--- config.mk ---
export PLATFORM = sky130hd
export DESIGN_NAME = acc_micro_core
export DESIGN_NICKNAME = d
export VERILOG_FILES = /design/src/rtl/acc_micro_core.sv
export SDC_FILE = /design/constraint.sdc
export NUM_CORES = 1
export LEC_CHECK = 0
export CAP_MARGIN = 20
export CORE_ASPECT_RATIO = 1.1
export CORE_UTILIZATION = 59
export DETAILED_ROUTE_END_ITERATION = 7
export PLACE_DENSITY_LB_ADDON = 0.12
export SLEW_MARGIN = 20
export SYNTH_ARGS = -nofsm -noshare
export SYNTH_HDL_FRONTEND = slang
export SYNTH_SLANG_ARGS = --single-unit
export TNS_END_PERCENT = 100
--- constraint.sdc ---
create_clock -name clk -period 5.9 [get_ports clk]
set_clock_uncertainty 0.15 [all_clocks]
set_input_delay 1.475 -clock clk [delete_from_list [all_inputs] [get_ports clk]]
set_output_delay 1.475 -clock clk [all_outputs]
set_load 0.02 [all_outputs]
--- src/rtl/acc_micro_core.sv ---
// acc_micro_core -- parametrised accumulator CPU core.
//
// Fetches {opcode, imm} from instruction memory addressed by PC over a
// valid/ready handshake. It executes one instruction per accepted fetch.
// Results, PC and flags become visible on the following cycle.
// OUT parks the core in WAIT_OUT until the consumer takes out_data.
// HLT (or a stack fault) parks it in HALT until CLB is asserted.
//
// Optional feature: define MICRO_STACK_EN to enable the CALL/RET return stack.
// Without it, CALL/RET behave as NOP and err is tied low.
//
// Ports:
//   clk, CLB          clock, asynchronous active-low reset
//   INST              {opcode[3:0], imm[DATA_W-1:0]}
//   inst_valid/ready  fetch handshake (ready only in RUN)
//   PC                fetch address
//   ACC, carry, zero  accumulator and flags
//   out_data/valid    OUT port, held until out_ready
//   out_ready         consumer accepts out_data
//   halted, err       HALT state, sticky stack fault
module acc_micro_core #(
   parameter int DATA_W      = 8,
   parameter int PC_W        = 5,
   parameter int STACK_DEPTH = 4
) (
   input  logic              clk,
   input  logic              CLB,
   input  logic [DATA_W+3:0] INST,
   input  logic              inst_valid,
   output logic              inst_ready,
   output logic [PC_W-1:0]   PC,
   output logic [DATA_W-1:0] ACC,
   output logic              carry,
   output logic              zero,
   output logic [DATA_W-1:0] out_data,
   output logic              out_valid,
   input  logic              out_ready,
   output logic              halted,
   output logic              err
);

   typedef enum logic [1:0] {S_RUN, S_WAIT_OUT, S_HALT} state_t;

   localparam logic [PC_W-1:0] PC_ONE = PC_W'(1);

   state_t              state, state_nx;
   logic [3:0]          op;
   logic [DATA_W-1:0]   imm;
   logic [DATA_W:0]     sum, dif;
   logic [PC_W-1:0]     pc_inc, pc_nx;
   logic [DATA_W-1:0]   acc_nx, od_nx;
   logic                c_nx, z_nx, ov_nx;

   assign op         = INST[DATA_W+3:DATA_W];
   assign imm        = INST[DATA_W-1:0];
   // One extra bit: for ADD it is the carry out; for SUB it is set when ACC < imm (borrow).
   assign sum        = {1'b0, ACC} + {1'b0, imm};
   assign dif        = {1'b0, ACC} - {1'b0, imm};
   assign pc_inc     = PC + PC_ONE;
   assign inst_ready = (state == S_RUN);
   assign halted     = (state == S_HALT);

`ifdef MICRO_STACK_EN
   localparam int SP_W  = $clog2(STACK_DEPTH + 1);
   localparam int IDX_W = (STACK_DEPTH > 1) ? $clog2(STACK_DEPTH) : 1;

   logic [PC_W-1:0]  stk [STACK_DEPTH];
   logic [SP_W-1:0]  sp;
   logic [IDX_W-1:0] wr_idx, rd_idx;
   logic             stk_full, stk_empty, push, pop, err_set;

   assign stk_full  = (sp == SP_W'(STACK_DEPTH));
   assign stk_empty = (sp == '0);
   assign wr_idx    = IDX_W'(sp);
   assign rd_idx    = IDX_W'(sp - SP_W'(1));

   // Stack storage needs no reset: an entry is only read after it has been pushed.
   always_ff @(posedge clk)
      if (push) stk[wr_idx] <= pc_inc;

   always_ff @(posedge clk or negedge CLB) begin
      if (!CLB) begin
         sp  <= '0;
         err <= 1'b0;
      end else begin
         if (push)     sp  <= sp + SP_W'(1);
         else if (pop) sp  <= sp - SP_W'(1);
         if (err_set)  err <= 1'b1;
      end
   end
`else
   logic unused_cfg;
   assign unused_cfg = ^STACK_DEPTH;
   assign err        = 1'b0;
`endif

   always_comb begin
      state_nx = state;
      pc_nx    = PC;
      acc_nx   = ACC;
      c_nx     = carry;
      z_nx     = zero;
      od_nx    = out_data;
      ov_nx    = out_valid;
`ifdef MICRO_STACK_EN
      push     = 1'b0;
      pop      = 1'b0;
      err_set  = 1'b0;
`endif
      case (state)
         S_RUN: if (inst_valid) begin
            pc_nx = pc_inc;
            case (op)
               4'h1: acc_nx = imm;
               4'h2: begin acc_nx = sum[DATA_W-1:0]; c_nx = sum[DATA_W]; end
               4'h3: begin acc_nx = dif[DATA_W-1:0]; c_nx = dif[DATA_W]; end
               4'h4: acc_nx = ACC & imm;
               4'h5: acc_nx = ACC | imm;
               4'h6: acc_nx = ACC ^ imm;
               4'h7: begin acc_nx = {ACC[DATA_W-2:0], 1'b0}; c_nx = ACC[DATA_W-1]; end
               4'h8: begin acc_nx = {1'b0, ACC[DATA_W-1:1]}; c_nx = ACC[0]; end
               4'h9: pc_nx = imm[PC_W-1:0];
               4'hA: if (zero)  pc_nx = imm[PC_W-1:0];
               4'hB: if (carry) pc_nx = imm[PC_W-1:0];
`ifdef MICRO_STACK_EN
               // A stack fault leaves PC on the faulting instruction and halts.
               4'hC: if (stk_full) begin
                  err_set  = 1'b1;
                  state_nx = S_HALT;
                  pc_nx    = PC;
               end else begin
                  push  = 1'b1;
                  pc_nx = imm[PC_W-1:0];
               end
               4'hD: if (stk_empty) begin
                  err_set  = 1'b1;
                  state_nx = S_HALT;
                  pc_nx    = PC;
               end else begin
                  pop   = 1'b1;
                  pc_nx = stk[rd_idx];
               end
`endif
               // OUT: PC advances only once the consumer accepts the data.
               4'hE: begin
                  od_nx    = ACC;
                  ov_nx    = 1'b1;
                  state_nx = S_WAIT_OUT;
                  pc_nx    = PC;
               end
               4'hF: begin
                  state_nx = S_HALT;
                  pc_nx    = PC;
               end
               default: ;
            endcase
            if (op >= 4'h1 && op <= 4'h8) z_nx = (acc_nx == '0);
         end
         S_WAIT_OUT: if (out_ready) begin
            ov_nx    = 1'b0;
            pc_nx    = pc_inc;
            state_nx = S_RUN;
         end
         default: ;
      endcase
   end

   always_ff @(posedge clk or negedge CLB) begin
      if (!CLB) begin
         state     <= S_RUN;
         PC        <= '0;
         ACC       <= '0;
         carry     <= 1'b0;
         zero      <= 1'b0;
         out_data  <= '0;
         out_valid <= 1'b0;
      end else begin
         state     <= state_nx;
         PC        <= pc_nx;
         ACC       <= acc_nx;
         carry     <= c_nx;
         zero      <= z_nx;
         out_data  <= od_nx;
         out_valid <= ov_nx;
      end
   end

endmodule

Word-level counts from Yosys, hierarchy flattened

Index checks and enable logic that the tools add are counted.

Register bits after elaboration: 26
Input port bits: 16
Word-level logic and storage cells: 66

Add/subtract/negate cells: 3
Magnitude comparators: 2
Eq/ne operators: 20
Mux-type cells: 18
Bitwise logic cells: 3
Reductions and logical operators: 13

Operators by type and width:

| kind                                                               | number |
|---|---|
| one-hot mux 8 bit (8 select lines)                                 | 1 |
| == test 4 bit (second input constant)                              | 6 |
| 2-to-1 mux 5 bit                                                   | 4 |
| one-hot mux 5 bit (4 select lines)                                 | 1 |
| == test 4 x 3 -> 1 bit (second input constant)                     | 4 |
| 2-to-1 mux 8 bit                                                   | 2 |
| AND reduction 4 bit                                                | 3 |
| one-hot mux 5 bit (2 select lines)                                 | 1 |
| adder 8 x 8 -> 9 bit                                               | 1 |
| AND reduction 3 bit                                                | 3 |
| subtractor 8 x 8 -> 9 bit                                          | 1 |
| bitwise AND 8 bit                                                  | 1 |
| == test 4 x 2 -> 1 bit (second input constant)                     | 2 |
| logical NOT 8 bit                                                  | 1 |
| bitwise OR 8 bit                                                   | 1 |
| one-hot mux 2 bit (2 select lines)                                 | 2 |
| bitwise XOR 8 bit                                                  | 1 |
| != test 2 bit (second input constant)                              | 3 |
| adder 5 x 1 -> 5 bit (second input constant)                       | 1 |
| == test 4 x 1 -> 1 bit (second input constant)                     | 1 |
| greater-or-equal comparator 4 x 1 -> 1 bit (second input constant) | 1 |
| <= comparator 4 bit (second input constant)                        | 1 |
| 2-to-1 mux 2 bit                                                   | 2 |
| one-hot mux 1 bit (4 select lines)                                 | 1 |
| 12 further kinds                                                   | 14 |

Logic depth before layout (Yosys ltp)

Depth in word-level cells: 5
Depth in mapped cells: 11
Depth with buffers taken out: 11

Worst setup path after synthesis

Ideal clock, no wire load.

Kind: input to register
Start point: input INST[0]
End point: register zero
Library setup time: 0.067 ns
Arrival: 3.628 ns
Setup slack: 2.055 ns
Stages on the path: 9
Buffers on the path: 0
Cells stage by stage: ha_1 inv_1 fa_1 o31ai_1 xnor2_1 o221ai_1 or4_1 a221oi_2 a32o_1

Cells in the longest elaborated chain, start to end: 5

RTL lines:

| item                                              | line | RTL |
|---|---|---|
| start: declaration                                | 28   | `input logic [DATA_W+3:0] INST,` |
| subtractor 8 x 8 -> 9 bit (tied with other cells) | 58   | `assign dif = {1'b0, ACC} - {1'b0, imm};` |
| one-hot mux 8 bit (8 select lines) (*)            | 113  | `case (op)` |
| 2-to-1 mux 8 bit (*)                              | 111  | `S_RUN: if (inst_valid) begin` |
| 2-to-1 mux 8 bit (*)                              | 110  | `case (state)` |
| logical NOT 8 bit (*)                             | 157  | `if (op >= 4'h1 && op <= 4'h8) z_nx = (acc_nx == '0);` |
| end signal: assignment                            | 182  | `zero <= z_nx;` |
| end: declaration                                  | 34   | `output logic zero,` |

Every way passes the cells marked *; elsewhere a longest branch is shown, timed or not. The select of a mux whose other input is x is not followed.
A chain may end at the register's enable or synchronous reset.

Final worst setup path

Ends and elaborated chain as after synthesis.

==> summary.md <==
| Metric | Value |
|---|---|
| Run status | `finished clean` |
| Switching share of power | `32.1%` |
| Crit path max fanout | `5` |
| Horiz. Die Dim | `66.7 um` |
| Max Freq | `222 MHz` |
| Layout-stage area growth over the synthesis result | `17.3%` |
| Post-DR wirelength/cell | `18.8 um` |
| Async SR Flop Fraction | `100%` |
| Sequential Power Share | `42.9%` |
| Worst supply voltage drop on vdd | `139 uV` |
| Remaining antenna violation count after routing | `0` |
| Die area | `4880 um2` |
| Unrepaired setup endpoints after global routing | `false` |
| Combinational group share of total power | `28.8%` |
| Switching power | `0.000136 W` |
| Worst hold path type | `flip-flop to flip-flop` |
| Placer Congestion | `1.00` |
| Sinks on Clock Net | `26` |
| Total wire length | `7.81 mm` |
| Slew of the pin with the lowest slew margin | `0.843 ns` |
| Multiplexer share of the synthesized area | `8.33%` |
| Effective utilization at floorplan | `62.5%` |
| Internal power summed over all cells | `0.000288 W` |
| Synthesized netlist net count | `374` |
| Fraction of the yosys area taken by sequential cells | `23.9%` |
| CTS Root Buffer Type | `sky130_fd_sc_hd__clkbuf_8` |
| Share of total power in the clock network | `28.3%` |
| Antenna violations before repair | `0` |
| Chip height | `73.2 um` |
| Half-perimeter wire length after detailed placement | `5.67 mm` |
| Critical-path cell with the highest stage delay | `sky130_fd_sc_hd__clkdlybuf4s50_1` |
| Count of unresolved DRC violations after routing | `0` |
| Cells along the critical path | `clkdlybuf4s50_1 > ha_1 > inv_1 > fa_1 > o31ai_1 > xnor2_1 > o221ai_1 > or4_1 > a221oi_2 > a32o_1` |
| Drt via density | `6.70` |
| Area taken by flip-flops and latches | `651 um2` |
| Slew Limit Fails | `0` |
| Number of failing setup endpoints in the final timing report | `0` |
| Number of hold-repair buffers added at the cts stage | `0` |
| Via count of the first global-routing pass | `2560` |
| Required @ worst endpoint | `5.97 ns` |
| Crit path max-delay family | `compound AO/OA/AOI/OAI gates` |
| Area of the multi-input gates | `1860 um2` |
| Number of register bits inferred by synthesis | `26` |
| Leakage power of the design | `1.39 nW` |
| Simple-gate area share of the yosys netlist | `18.4%` |
| Via count of the routed design | `2789` |
| Areal power density over the cells | `133 nW/um2` |
| Total CTS buffers | `3` |
| Number of synthesized flops with an enable pin | `0` |
| Post-synthesis compound-gate area fraction | `27.1%` |
| Worst EP arrival | `4.58 ns` |
| Most used flip-flop cell after synthesis | `sky130_fd_sc_hd__dfrtp_1` |
| Synthesis warning total | `0` |
| Startpoint types | `input pin` |
| XOR/XNOR Fraction of Synth Area | `1.56%` |
| Critical path endpoint category | `flip-flop` |
| Final worst path period need | `4.51 ns` |
| Synth Cell Area | `2720 um2` |
| Wire length of the first global-routing pass | `12.7 mm` |
| Dominant combinational cell family by area after synthesis | `compound AO/OA/AOI/OAI gates` |
| Clock tree from TritonCTS | `built` |
| Clock latency reported for the late side of the worst-skew pair | `0.28 ns` |
| Count of distinct cell types in the synthesized netlist | `63` |
| Nets | `406` |
| Count of instances resized after the clock tree is built | `0` |
| Number of maximum-capacitance constraint violations | `0` |
| Worst setup slack after layout | `1.39 ns` |
| Number of DRC markers in iteration 0 | `443` |
| Buffers added on ports | `41` |
| Maximum cell stage delay along the critical path | `0.57 ns` |
| Worst slack at placement | `1.16 ns` |
| Clock tree buffer depth | `2` |
| Critical path type | `input pin to flip-flop` |
| Post-route setup TNS | `0 ns` |
| Overall overflow remaining after global route | `0` |
| H-tree Lvls | `1` |
| Clock input transition at the sequential cells of the worst setup and hold paths | `0.09 ns` |
| Fraction of the mapped netlist area in adder cells | `13.0%` |
| Fraction of layout cells with a size suffix above 1 | `9.39%` |
| Boundary Pins | `43` |
| Average size of a mapped cell | `8.21 um2` |
| Buffers plus inverters on the worst setup path | `2` |
| Number of endpoints with negative hold slack in the final report | `0` |
| FP Rows | `25` |
| Cells after synthesis | `331` |
| Pin count of the biggest net entering global routing | `27` |
| Layout fillers | `347` |
| Worst rel slew slack | `43.5%` |
| Pre-Repair DR Iteration Count | `6` |
| GRT Resource Usage Total | `34.2%` |
| Number of setup buffers added after CTS | `0` |
| Number of inserted diodes | `0` |
| Area of the core region | `4350 um2` |
| Fin crit share | `76.4%` |
## sequential cells by signal, summed over array words and instances, names as in the netlist
register,count
out_valid,1
PC,5
state,2
out_data,8
ACC,8
zero,1
carry,1
## cells in the final DEF (no fill, tap or decap), types with 8 or more instances in the layout
cell type	synthesis	routed
sky130_fd_sc_hd__a21oi_1	29	29
sky130_fd_sc_hd__nor2_1	28	28
sky130_fd_sc_hd__nand3_1	11	11
sky130_fd_sc_hd__mux2_2	9	9
sky130_fd_sc_hd__inv_1	23	23
sky130_fd_sc_hd__mux2i_1	8	8
sky130_fd_sc_hd__nor3_1	8	8
sky130_fd_sc_hd__o21ai_0	18	18
sky130_fd_sc_hd__dfrtp_1	26	26
sky130_fd_sc_hd__nand2_1	18	18
sky130_fd_sc_hd__ha_1	25	25
sky130_fd_sc_hd__clkdlybuf4s50_1	0	41
## per-stage QoR
stage                     cells  power [W]  hold WS, ns  util [%]  instance area, um2
final                       416   0.000423        0.362      73.3                3190
after detailed placement    412   0.000304        0.345      72.1                3130
after floorplan             331   0.000265        0.380         -                2720
after CTS                   416   0.000420        0.365      73.3                3190
after global routing        416   0.000439        0.380      73.3                3190
after global placement      412   0.000302        0.337      72.1                3130
## power by group through the flow
| stage | Sequential [W] | Clock [W] | Combinational [W] |
|---|---|---|---|
| 3_3_place_gp | 0.000185 | 0 | 0.000117 |
| 4_1_cts | 0.000182 | 0.000119 | 0.000119 |
| 6_report | 0.000182 | 0.000120 | 0.000122 |
| 3_5_place_dp | 0.000185 | 0 | 0.000119 |
| 2_1_floorplan | 0.000187 | 0 | 0.0000790 |
| 5_1_grt | 0.000182 | 0.000124 | 0.000133 |
## path summary, 6_finish.rpt
| path | start | to | slack (ns) | depth (start not counted) |
|---|---|---|---|---|
| worst min register to register | out_data[7] | out_data[7] | 0.36 | 1 |
| worst min-delay path | out_data[7] | out_data[7] | 0.36 | 1 |
| max in group asynchronous | CLB | ACC[6] | 3.94 | 2 |
| worst max register to register | ACC[0] | zero | 2.62 | 9 |
| worst max-delay path | INST[0] | zero | 1.39 | 10 |
| min in group asynchronous | CLB | PC[0] | 1.41 | 2 |
## cells in the mapped netlist (all sizes together), types with 4 or more instances
master | number | area [um2]
o21bai | 5 | 37.5
nand3 | 11 | 55.1
nor3 | 9 | 50.1
dfrtp | 26 | 651
mux2 | 11 | 124
nand4 | 4 | 25.0
a32oi | 4 | 35.0
nand2b | 6 | 45.0
nor2b | 4 | 25.0
a221oi | 4 | 47.6
mux2i | 8 | 80.1
o22ai | 4 | 25.0
buf | 11 | 70.1
o31ai | 5 | 37.5
ha | 25 | 313
inv | 28 | 105
a21oi | 29 | 145
a31oi | 7 | 43.8
nor2 | 28 | 105
nand2 | 18 | 67.6
clkbuf | 8 | 31.3
o21ai | 21 | 105
or3 | 4 | 25.0
## layer usage
layer	vias up	part of all wire (%)	GRT usage [%]	routed length, um
li1	1277	-	-	-
met1	1334	43	48.7	3390
met2	159	46	52.5	3560
met3	19	9.4	4.69	731
met4	0	1.6	12.8	125
met5	-	0	0	0
## kinds of logic (layout without fill, tap and decap cells)
logic type	count (synthesis)	in the layout
buf+inv	47	78
mux	20	20
compound gates	107	107
other cells	1	1
fa+ha+maj	27	27
flops	26	26
xor+xnor	4	4
simple gates	99	99
## layout make-up
type                            count  share of cell area, %
Inverter                           28                   3.30
Sequential cell                    26                   20.4
Tap cell                           54                   2.12
Timing Repair Buffer               46                   14.1
Clock buffer                        4                   1.73
Multi-Input combinational cell    258                   58.4
No activity file was read; power rests on OpenSTA's default activity.
